===== config.mk =====
export PLATFORM = sky130hd
export DESIGN_NAME = aes128_cmd_frontend
export DESIGN_NICKNAME = d
export VERILOG_FILES = /design/src/rtl/aes128_cmd_frontend.sv
export SDC_FILE = /design/constraint.sdc
export NUM_CORES = 1
export LEC_CHECK = 0
export BUFFER_PORTS_ARGS = -buffer_cell sky130_fd_sc_hd__buf_4
export CAP_MARGIN = 10
export CELL_PAD_IN_SITES_DETAIL_PLACEMENT = 1
export CELL_PAD_IN_SITES_GLOBAL_PLACEMENT = 2
export CORE_AREA = 3 3 304 306
export DETAILED_ROUTE_END_ITERATION = 12
export DIE_AREA = 0 0 307 309
export PLACE_DENSITY = 0.62
export SLEW_MARGIN = 10
export SYNTH_ARGS = -nofsm -noshare
export SYNTH_HDL_FRONTEND = slang
export SYNTH_SLANG_ARGS = --single-unit

===== constraint.sdc =====
create_clock -name clk -period 2.1 [get_ports clk]
set_input_delay 0.42 -clock clk [delete_from_list [all_inputs] [get_ports clk]]
set_output_delay 0.42 -clock clk [all_outputs]
set_load 0.005 [all_outputs]

===== src/rtl/aes128_cmd_frontend.sv =====
// Request/response command frontend sequencing a single AES-128 core operation.
// Optional WAIT watchdog enabled by defining AES128_FE_TIMEOUT_EN.
module aes128_cmd_frontend #(
    parameter int TIMEOUT_CYCLES = 64,
    parameter int TAG_W          = 4
) (
    input  logic             clk,
    input  logic             rst,
    input  logic             req_valid_i,
    output logic             req_ready_o,
    input  logic             req_dec_i,
    input  logic [127:0]     req_key_i,
    input  logic [127:0]     req_text_i,
    input  logic [TAG_W-1:0] req_tag_i,
    output logic             rsp_valid_o,
    input  logic             rsp_ready_i,
    output logic [127:0]     rsp_text_o,
    output logic [TAG_W-1:0] rsp_tag_o,
    output logic             rsp_err_o,
    output logic             core_start_enc_o,
    output logic             core_start_dec_o,
    output logic [127:0]     core_key_o,
    output logic [127:0]     core_text_o,
    input  logic             core_ready_i,
    input  logic             core_done_i,
    input  logic [127:0]     core_text_i
);

    typedef enum logic [1:0] {IDLE, ISSUE, WAIT, RESP} state_t;

    state_t             state_q;
    logic               ready_q;
    logic               dec_q;
    logic [127:0]       key_q;
    logic [127:0]       text_q;
    logic [TAG_W-1:0]   tag_q;
    logic [127:0]       rsp_text_q;
    logic [TAG_W-1:0]   rsp_tag_q;
    logic [15:0]        done_cnt;
    logic               rsp_ok;

`ifdef AES128_FE_TIMEOUT_EN
    localparam logic [15:0] TO_LAST = 16'(TIMEOUT_CYCLES - 1);
    logic        rsp_err_q;
    logic [15:0] to_q;
    assign rsp_ok    = ~rsp_err_q;
    assign rsp_err_o = rsp_err_q;
`else
    assign rsp_ok    = 1'b1;
    assign rsp_err_o = 1'b0;
`endif

    assign req_ready_o = ready_q;
    assign rsp_valid_o = (state_q == RESP);
    assign rsp_text_o  = rsp_text_q;
    assign rsp_tag_o   = rsp_tag_q;
    assign core_key_o  = key_q;
    assign core_text_o = text_q;

    // Start is qualified by the core's registered ready so it fires in the same
    // cycle the core becomes idle; it is high only in the ISSUE-exit cycle.
    assign core_start_enc_o = (state_q == ISSUE) && core_ready_i && !dec_q;
    assign core_start_dec_o = (state_q == ISSUE) && core_ready_i && dec_q;

    always_ff @(posedge clk) begin
        if (rst) begin
            state_q    <= IDLE;
            ready_q    <= 1'b0;
            dec_q      <= 1'b0;
            key_q      <= '0;
            text_q     <= '0;
            tag_q      <= '0;
            rsp_text_q <= '0;
            rsp_tag_q  <= '0;
            done_cnt   <= '0;
`ifdef AES128_FE_TIMEOUT_EN
            rsp_err_q  <= 1'b0;
            to_q       <= '0;
`endif
        end else begin
            case (state_q)
                IDLE: begin
                    ready_q <= 1'b1;
                    if (req_valid_i && ready_q) begin
                        dec_q   <= req_dec_i;
                        key_q   <= req_key_i;
                        text_q  <= req_text_i;
                        tag_q   <= req_tag_i;
                        ready_q <= 1'b0;
                        state_q <= ISSUE;
                    end
                end
                ISSUE: begin
                    if (core_ready_i) begin
                        state_q <= WAIT;
`ifdef AES128_FE_TIMEOUT_EN
                        to_q    <= '0;
`endif
                    end
                end
                WAIT: begin
                    // A done arriving on the expiry cycle takes priority.
                    if (core_done_i) begin
                        rsp_text_q <= core_text_i;
                        rsp_tag_q  <= tag_q;
`ifdef AES128_FE_TIMEOUT_EN
                        rsp_err_q  <= 1'b0;
`endif
                        state_q    <= RESP;
                    end
`ifdef AES128_FE_TIMEOUT_EN
                    else if (to_q == TO_LAST) begin
                        rsp_text_q <= '0;
                        rsp_tag_q  <= tag_q;
                        rsp_err_q  <= 1'b1;
                        state_q    <= RESP;
                    end else begin
                        to_q <= to_q + 16'd1;
                    end
`endif
                end
                RESP: begin
                    if (rsp_ready_i) begin
                        state_q <= IDLE;
                        ready_q <= 1'b1;
                        if (rsp_ok && (done_cnt != 16'hFFFF)) begin
                            done_cnt <= done_cnt + 16'd1;
                        end
                    end
                end
                default: begin
                    state_q <= IDLE;
                    ready_q <= 1'b0;
                end
            endcase
        end
    end

endmodule

==> metrics.md, run 1 <==
| Metric | Value |
|---|---|
| Run status | `finished clean` |
| Share of the clock period used by the worst path | `92.93%` |
| # hold bufs at CTS | `0` |
| First-pass iteration count of the detailed router | `4` |
| First-pass GRT wire length | `98,320 µm` |
| Yosys synthesis warning count | `0` |
| Final clock skew | `17.04 ps` |
| Overall Power | `22.88 mW` |
| Clock transition at path regs | `60 ps` |
| Clk sinks | `396` |
| Critical path class | `flip-flop to primary output` |
| Setup violations, final | `0` |
| PortBufs | `786` |
| Maximum vdd drop | `517.1 µV` |
| Grt ovf | `0` |
| CP max FO | `4` |
| DRC | `0` |
| Crit. End Element | `primary output` |
| Max-Cap Viols | `0` |
| CP max stage cell | `dfxtp_2` |
| Antenna violations before repair | `8` |
| Post-synthesis sequential area ratio | `58.00%` |
| Nets | `2,886` |
| Clock Path Buffers | `3` |
| Pwr/cell area | `1011 nW/µm²` |
| Total GRT Usage | `13.59%` |
| Crit path DAT | `1530 ps` |
| Placement Setup Slack | `209.3 ps` |
| Routed wire length | `68,690 µm` |
| Final non-filler cell total | `3,705` |
| RSZ-0062 raised after global routing | `no` |
| Setup TNS | `0 ps` |
| Yosys cell types | `21` |
| Area of the mapped netlist | `13,670 µm²` |
| CTS root buf | `clkbuf_16` |
| Drt wl/cell | `18.54 µm` |
| Hold Crit Class | `primary input to flip-flop` |
| Post-DP Area | `21,080 µm²` |
| Multi-input logic area | `5127 µm²` |
| Syn_area_per_cell | `7.878 µm²` |
| Synth async-reset ratio | `0%` |
| Post-route cell area | `22,640 µm²` |
| Req. time, crit path | `1680 ps` |
| # IOs | `788` |
| Routed Antenna Nets | `0` |
| CTS tree | `yes` |
| Fraction of layout instances using a drive strength above 1 | `35.96%` |
| Final hold violations | `0` |
| Core area | `89,870 µm²` |
| Final worst slack | `148.5 ps` |
| Die width | `307 µm` |
| Placed insts | `3,611` |
| Post-synth EDFFs | `0` |
| Iteration-0 DRC Markers | `479` |
| Fmax achieved | `0.5124 GHz` |
| Reg area | `7929 µm²` |
| Die Area | `94,860 µm²` |
| Clk_lat worst skew | `580 ps` |
| Die Y | `309 µm` |
| Vias in the first global route | `15,220` |
| Post-detail-place hpwl | `52,470 µm` |
| Initial core utilization | `15.21%` |
| Syn Nets | `2,134` |
| Synth Register Bits | `396` |
| Largest net degree at the start of global routing | `82` |
| Crit-path cells | `inv_1, ha_1, and3_1, buf_4` |
| Critical Path Source Type | `flip-flop` |
| Number of fill cells | `10,790` |
| Via count | `14,480` |
| Max stage delay on crit path | `350 ps` |
| Syn Inst Count | `1,735` |
| Num CTS Buffers | `50` |
| Max Slew Vio Count | `0` |
| H-tree levels | `2` |
| Via density | `3.907` |
| FP Rows | `110` |
| Setup repair bufs after CTS | `0` |
| Leak Pwr | `9.439 nW` |
| Most used flip-flop cell after synthesis | `dfxtp_1` |
| Gpl congestion | `0.8088` |
| Final min period | `1951 ps` |
| P&R area growth vs syn | `65.62%` |
-- power by group --
| group | switching, mW | internal, mW |
|---|---|---|
| Sequential | 0.533 | 8.47 |
| Combinational | 2.99 | 2.61 |
| Clock | 3.43 | 4.85 |
| Total | 6.96 | 15.9 |
-- cells in the final DEF, fill, tap and decap left out, drive strengths merged, types with 2 or more instances in the layout --
cell type,count
nor2b,3
a21oi,393
clkbuf,78
inv,4
diode,7
nor2,2
nand2,791
clkinv,7
dfxtp,396
buf,832
and3,2
ha,4
-- metrics by stage --
step	hold WS [ps]	util, %
finish	82.01	25.19
detailed placement	447.4	23.45
CTS	24.41	25.17
global placement	437.1	23.45
floorplan	432.1	-
global route	48.28	25.18
-- cell usage after synthesis (2+ instances only) --
| cell type | instances | share of area, % |
|---|---|---|
| buf_4 | 22 | 1.2 |
| and3_1 | 2 | 0.092 |
| nor2b_1 | 3 | 0.14 |
| buf_1 | 9 | 0.25 |
| ha_1 | 4 | 0.37 |
| dfxtp_1 | 396 | 58 |
| nor2_1 | 2 | 0.055 |
| clkbuf_1 | 60 | 1.6 |
| a21oi_1 | 393 | 14 |
| inv_1 | 3 | 0.082 |
| nand2_1 | 791 | 22 |
| buf_2 | 41 | 1.5 |
-- timing repair --
item,CTS,global route
setup endpoints to repair,0,1
hold endpoints to repair,0,0
gates resized for setup,0,1
-- final timing paths --
path,startpoint,end,slack [ps],depth (start not counted)
max reg2reg,state_q[0],core_text_o[109],220,7
min reg2reg,rsp_text_o[110],rsp_text_o[110],450,2
max,state_q[1],core_start_dec_o,150,4
min,core_text_i[88],rsp_text_o[88],80,3
-- sequential cells by signal, indices dropped and copies added (netlist names) --
signal / cells
tag_q: 4
rsp_tag_o: 4
rsp_text_o: 128
state_q: 2
core_text_o: 128
req_ready_o: 1
core_key_o: 128
dec_q: 1
-- final cells by class --
type / instances / area share (%)
Clock inverter: 9 / 0.3593
Timing Repair Buffer: 832 / 28.90
Tap cell: 1176 / 6.500
Multi-Input combinational cell: 1204 / 22.65
Inverter: 3 / 0.04975
Antenna cell: 7 / 0.07738
Clock buffer: 78 / 6.439
Sequential cell: 396 / 35.03
-- critical path: cells and delay by family, from the launching register on --
| family | cells | cell delay [ps] |
|---|---|---|
| flops | 1 | 350 |
| fa+ha+maj | 1 | 220 |
| simple gates | 1 | 170 |
| buf+inv | 2 | 220 |
-- cells by family after synthesis --
family / after synthesis / synth area share, %
other: 1 / 0.02744
buffers and inverters: 135 / 4.687
flip-flops: 396 / 58.00
AO/OA/AOI/OAI: 396 / 14.62
multiplexers: 2 / 0.1556
AND/OR/NAND/NOR: 801 / 22.14
adder cells (fa/ha/maj): 4 / 0.3662
-- metal layers --
| layer | global-route usage, % | up-vias | part of all wire, % |
|---|---|---|---|
| met3 | 4.710 | 122 | 8.0 |
| met1 | 14.33 | 6841 | 37 |
| met5 | 0 | - | 0.012 |
| met4 | 5.298 | 2 | 3.6 |
| met2 | 24.85 | 452 | 52 |
| li1 | - | 7060 | - |
(Power assumes the default switching activity.)
==> inputs of run 2 (changes only) <==
- ABC_AREA: not set -> 1
- CORE_AREA: 3 3 304 306 -> 3 3 302 304
- DIE_AREA: 0 0 307 309 -> 0 0 305 307
- PLACE_DENSITY: 0.62 -> 0.63
==> run 2 against run 1 <==
Compared with the run above: clock skew fell by 4.0 ps; core utilization rose by 0.99 points; maximum frequency fell by 0.80%; die area fell by 1.3%; synthesized area rose by 4.7%; sequential power rose by 13%; wire length fell by 5.6%; first-iteration DRC count rose by 12%; setup slack got worse by 16 ps; clock power rose by 13%; total power rose by 18%; register-to-register slack improved by 80 ps.
==> metrics.md, run 2 <==
| Metric | Value |
|---|---|
| RSZ-0062 raised after global routing | `no` |
| Antenna violations before repair | `6` |
| Largest family of logic cells by synthesized area | `compound AO/OA/AOI/OAI gates` |
| Yosys synthesis warning count | `0` |
| Critical path class | `flip-flop to primary output` |
| Most used flip-flop cell after synthesis | `dfxtp_1` |
| Clock Path Buffers | `3` |
| End of the worst hold path | `req_ready_o` |
| Drt wl/cell | `17.47 µm` |
| Num CTS Buffers | `50` |
| Critical Path Source Type | `flip-flop` |
| Placement Setup Slack | `238.1 ps` |
| Pwr/cell area | `1165 nW/µm²` |
| Crit path DAT | `1550 ps` |
| Share of the clock period used by the worst path | `93.68%` |
| Vias in the first global route | `15,050` |
| Reg area | `7930 µm²` |
| H-tree levels | `2` |
| Fraction of layout instances using a drive strength above 1 | `36.44%` |
| Final min period | `1967 ps` |
| Crit-path cells | `inv_2, ha_2, inv_1, nor3_1, buf_4` |
| PortBufs | `786` |
| Die width | `305 µm` |
| Synth async-reset ratio | `0%` |
| Setup violations, final | `0` |
| Commonest cells after routing, fill and taps aside | `822 x buf_4, 394 x dfxtp_1, 329 x o21ai_0, 268 x inv_1, 266 x a21oi_1` |
| Nets | `2,902` |
| Post-synthesis sequential area ratio | `55.42%` |
| Core area | `88,510 µm²` |
| Fin util | `26.18%` |
| Die Y | `307 µm` |
| Final clock skew | `13.05 ps` |
| Worst r2r src | `state_q[0]` |
| M2 GR Usage | `24.35%` |
| Worst reg2reg setup slack | `300 ps` |
| CTS tree | `yes` |
| Leak Pwr | `10.00 nW` |
| Max-Cap Viols | `0` |
| Synth cell count leaders | `396 x dfxtp_1, 329 x o21ai_0, 269 x inv_1, 266 x a21oi_1, 262 x nor2_1` |
| Max stage delay on crit path | `340 ps` |
| DRC | `0` |
| # IOs | `788` |
| Hold path depth | `2` |
| Internal | `18.88 mW` |
| Clk sinks | `396` |
| Hold_ws | `81.29 ps` |
| Combinational power share | `27.4%` |
| Mux contribution to synthesized area | `0%` |
| Synth area leader | `dfxtp_1` |
| Clk_lat worst skew | `580 ps` |
| Maximum vdd drop | `693.5 µV` |
| Via density | `3.894` |
| Complex-gate fraction of the synthesized area | `23.06%` |
| Top cells by area, synth | `dfxtp_1 55%, o21ai_0 12%, a21oi_1 9.3%, inv_1 7.1%, nor2_1 6.9%` |
| Most common cell after layout, fill and taps aside | `buf_4` |
| Syn Nets | `2,140` |
| Family with the most delay on the worst path | `flip-flops` |
| Synth Area in Adders | `0.3499%` |
| Fmax achieved | `0.5083 GHz` |
| Hold path start | `rst` |
| Multi-input logic area | `4438 µm²` |
| Yosys cell types | `17` |
| First-pass GRT wire length | `94,630 µm` |
| Setup TNS | `0 ps` |
| Part of the power in the clock network | `34.7%` |
| Gpl congestion | `0.8529` |
| Max Slew Vio Count | `0` |
| Switch share | `30.07%` |
| CTS root buf | `clkbuf_16` |
| Iteration-0 DRC Markers | `538` |
| Final worst slack | `132.8 ps` |
| Grt ovf | `0` |
| P&R area growth vs syn | `61.98%` |
| Die Area | `93,640 µm²` |
| Post-Synth Simple-Gate Area | `7.488%` |
| Post-synth EDFFs | `0` |
| CP max stage cell | `dfxtp_2` |
| Met1 Use GR | `13.12%` |
| Area of the mapped netlist | `14,300 µm²` |
| Syn_area_per_cell | `8.216 µm²` |
| Initial core utilization | `16.16%` |
| Overall Power | `27.00 mW` |
| Clock transition at path regs | `60 ps` |
| Via count | `14,450` |
| Crit path buffers/inverters | `3` |
| CP max FO | `4` |
| Synth Register Bits | `396` |
| Syn Inst Count | `1,741` |
| Routed wire length | `64,840 µm` |
| Req. time, crit path | `1680 ps` |
| First-pass iteration count of the detailed router | `4` |
| Setup repair bufs after CTS | `0` |
| Crit. End Element | `primary output` |
| FP Rows | `109` |
| Number of fill cells | `10,510` |
| Most common cell in the synthesized netlist | `dfxtp_1` |
| Run status | `finished clean` |
| XOR/XNOR Fraction of Synth Area | `0%` |
| Routed Antenna Nets | `0` |
| Hold Crit Class | `primary input to flip-flop` |
| Final hold violations | `0` |
| Top cell type's share of synthesized area | `55.42%` |
| Met3 Use GR | `5.517%` |
| Capturing point of the worst reg2reg path | `core_key_o[84]` |
| R2R cell count | `7` |
| Post-detail-place hpwl | `50,710 µm` |
| Net Switching | `8.119 mW` |
| Seq pwr share | `37.9%` |
| Gr busiest metal | `met2` |
| Total GRT Usage | `13.09%` |
| Largest net degree at the start of global routing | `78` |
## run 2: cell count changes after synthesis, moves of 3 or more
cell      change
nand2_1     -775
o21ai_0     +329
inv_1       +266
nor2_1      +260
a21oi_1     -127
o21ai_1      +64
buf_6        +53
buf_2        -30
buf_4        -12
buf_1         -9
clkbuf_1      -7
nor2b_1       -3
## run 2: cell families after synthesis
kind of cell,count (synthesis)
AO/OA/AOI/OAI,659
adder cells (fa/ha/maj),4
buffers and inverters,400
flip-flops,396
other,1
AND/OR/NAND/NOR,281
## run 2: stage by stage
stage                     cells  cell area (µm²)
after floorplan            1741            14300
after global placement     3616            21350
after detailed placement   3616            21350
after CTS                  3706            23150
after global routing       3708            23160
final                      3711            23170
## run 2: how the worst max path moves through the flow
stage                           from                to  slack, ps  cells past startpoint
after floorplan           state_q[0]  core_text_o[124]        730                      7
after global placement    state_q[0]   core_text_o[81]        300                      7
after detailed placement  state_q[0]  core_text_o[102]        240                      7
after CTS                 state_q[1]  core_start_enc_o          8                      5
after global routing      state_q[1]  core_start_enc_o         20                      5
final                     state_q[1]  core_start_enc_o        130                      5
## run 2: power groups by stage
stage	clock (mW)	combinational (mW)	sequential, mW
5_1_grt	10.1	8.24	10.5
2_1_floorplan	0	3.15	10.4
3_3_place_gp	0	7.42	10.3
3_5_place_dp	0	7.59	10.4
4_1_cts	9.77	7.61	10.3
6_report	9.36	7.40	10.2
## run 2: layout make-up
| cell class | instances | share of cell area [%] |
|---|---|---|
| sequential | 396 | 34.23 |
| multi-input combinational | 945 | 19.15 |
| clock buffer | 74 | 6.453 |
| antenna | 5 | 0.05400 |
| clock inverter | 16 | 1.285 |
| tap | 1165 | 6.291 |
| inverter | 271 | 4.434 |
| timing repair buffer | 839 | 28.10 |
## run 2: metal layers
metal	up-vias	wire length, µm	share of wire (%)
met5	-	31	0.048
met2	507	33480	52
met4	4	1885	2.9
met1	6754	23060	36
li1	7092	-	-
met3	95	6393	9.9
## run 2: worst reg2reg max path, cell delays in order (launching register included)
cell	delay, ps
dfxtp_2	360
inv_1	70
ha_1	270
nand3_4	130
buf_12	220
buf_12	380
o21ai_0	150
a21oi_1	150
## run 2: repair_timing
action                     CTS  global route
hold buffers                 0             0
hold endpoints to repair     0             0
gates resized for setup      2             3
setup endpoints to repair    1             2
==> inputs of run 3 (changes only) <==
- MAX_ROUTING_LAYER: not set -> met4
==> run 3 against run 2 <==
Compared with the run above: sequential power about the same; hold slack worse by 2.6 ps; flip-flop and latch count unchanged; count of clock-buffer cells in the layout unchanged; total power about the same; final cell count about the same; global-route usage up 0.39 points; register-to-register slack about the same; die area unchanged.
==> metrics.md, run 3 (synthesis results as in run 2) <==
| Metric | Value |
|---|---|
| Run status | `finished clean` |
| Core area | `88,510 µm²` |
| First-pass iteration count of the detailed router | `4` |
| Routed Antenna Nets | `0` |
| Vias in the first global route | `15,110` |
| Die Area | `93,640 µm²` |
| Crit path buffers/inverters | `3` |
| Most common cell after layout, fill and taps aside | `buf_4` |
| Max stage delay on crit path | `340 ps` |
| Fmax achieved | `0.5089 GHz` |
| Final clock skew | `13.13 ps` |
| Leak Pwr | `10.00 nW` |
| Die width | `305 µm` |
| Clk sinks | `396` |
| First-pass GRT wire length | `94,390 µm` |
| Setup TNS | `0 ps` |
| P&R area growth vs syn | `62.00%` |
| CP max stage cell | `dfxtp_2` |
| Pwr/cell area | `1165 nW/µm²` |
| Hold_ws | `78.66 ps` |
| H-tree levels | `2` |
| Worst reg2reg setup slack | `310 ps` |
| DRC | `0` |
| Share of the clock period used by the worst path | `93.58%` |
| Max Slew Vio Count | `0` |
| Fin util | `26.18%` |
| Number of fill cells | `10,510` |
| Total GRT Usage | `13.48%` |
| Post-detail-place hpwl | `50,710 µm` |
| Req. time, crit path | `1680 ps` |
| Critical Path Source Type | `flip-flop` |
| Crit path DAT | `1550 ps` |
| Hold Crit Class | `primary input to flip-flop` |
| CTS tree | `yes` |
| # hold bufs at CTS | `0` |
| Routed wire length | `64,900 µm` |
| Initial core utilization | `16.16%` |
| Setup repair bufs after CTS | `0` |
| CTS root buf | `clkbuf_16` |
| Iteration-0 DRC Markers | `529` |
| FP Rows | `109` |
| Grt ovf | `0` |
| RSZ-0062 raised after global routing | `no` |
| Final non-filler cell total | `3,712` |
| PortBufs | `786` |
| Final min period | `1965 ps` |
| Max-Cap Viols | `0` |
| Gpl congestion | `0.8664` |
| Crit-path cells | `inv_2, ha_2, inv_1, nor3_1, buf_4` |
| Via count | `14,480` |
| Commonest cells after routing, fill and taps aside | `822 x buf_4, 394 x dfxtp_1, 329 x o21ai_0, 268 x inv_1, 266 x a21oi_1` |
| Via density | `3.901` |
| Antenna violations before repair | `6` |
| Post-DP Area | `21,350 µm²` |
| Critical path class | `flip-flop to primary output` |
| CP max FO | `4` |
| Placed insts | `3,616` |
| Die Y | `307 µm` |
| Num CTS Buffers | `50` |
| Post-route cell area | `23,170 µm²` |
| Clock Path Buffers | `3` |
| Fraction of layout instances using a drive strength above 1 | `36.44%` |
| Final hold violations | `0` |
| Nets | `2,902` |
| Family with the most delay on the worst path | `flip-flops` |
| Largest net degree at the start of global routing | `78` |
| Clk_lat worst skew | `580 ps` |
| # IOs | `788` |
| Setup violations, final | `0` |
| Crit. End Element | `primary output` |
| Clock transition at path regs | `60 ps` |
| Maximum vdd drop | `699.3 µV` |
| Drt wl/cell | `17.48 µm` |
run 3: path summary, 6_finish.rpt:
check | cells past startpoint | startpoint | endpoint
worst max-delay path | 5 | state_q[1] | core_start_enc_o
worst min-delay path | 2 | rst | req_ready_o
worst max register to register | 7 | state_q[0] | core_key_o[84]
worst min register to register | 2 | core_key_o[44] | core_key_o[44]
run 3: per-layer routing:
| metal | track usage [%] | part of all wire, % | vias up |
|---|---|---|---|
| met4 | 4.349 | 2.9 | 0 |
| met2 | 24.40 | 52 | 511 |
| li1 | - | - | 7092 |
| met5 | - | 0 | - |
| met3 | 5.317 | 9.5 | 99 |
| met1 | 13.19 | 36 | 6778 |
run 3: per-stage QoR:
step	total power, mW	setup WS, ps
final	27.00	134.9
after global routing	28.78	14.11
after CTS	27.65	7.829
after detailed placement	17.99	238.1
after global placement	17.74	295.7
after floorplan	13.54	730.7
run 3: final cells by class:
cell class | count | area, µm² | share of cell area (%)
multi-input cells | 945 | 4438 | 19.15
flip-flops and latches | 396 | 7930 | 34.22
clock buffers | 74 | 1495 | 6.452
clock inverters | 16 | 297.8 | 1.285
diodes | 6 | 15.01 | 0.06479
repair buffers | 839 | 6511 | 28.10
inverters | 271 | 1027 | 4.433
well taps | 1165 | 1458 | 6.291
run 3: repair_timing:
| action | in CTS | in global routing |
|---|---|---|
| setup endpoints to repair | 1 | 2 |
| gates resized for setup | 2 | 3 |
| pin swaps | 0 | 0 |
run 3: report_power, final:
part           total, mW  switching [mW]  internal (mW)
registers           10.2           0.972           9.27
clock network       9.37            3.48           5.89
logic               7.40            3.67           3.72
run 3: worst register-to-register path, delay by kind of cell (launching register included):
kind	cells	cell delay, ps
buffers and inverters	3	660
flip-flops	1	350
AO/OA/AOI/OAI	2	300
adder cells (fa/ha/maj)	1	270
AND/OR/NAND/NOR	1	130
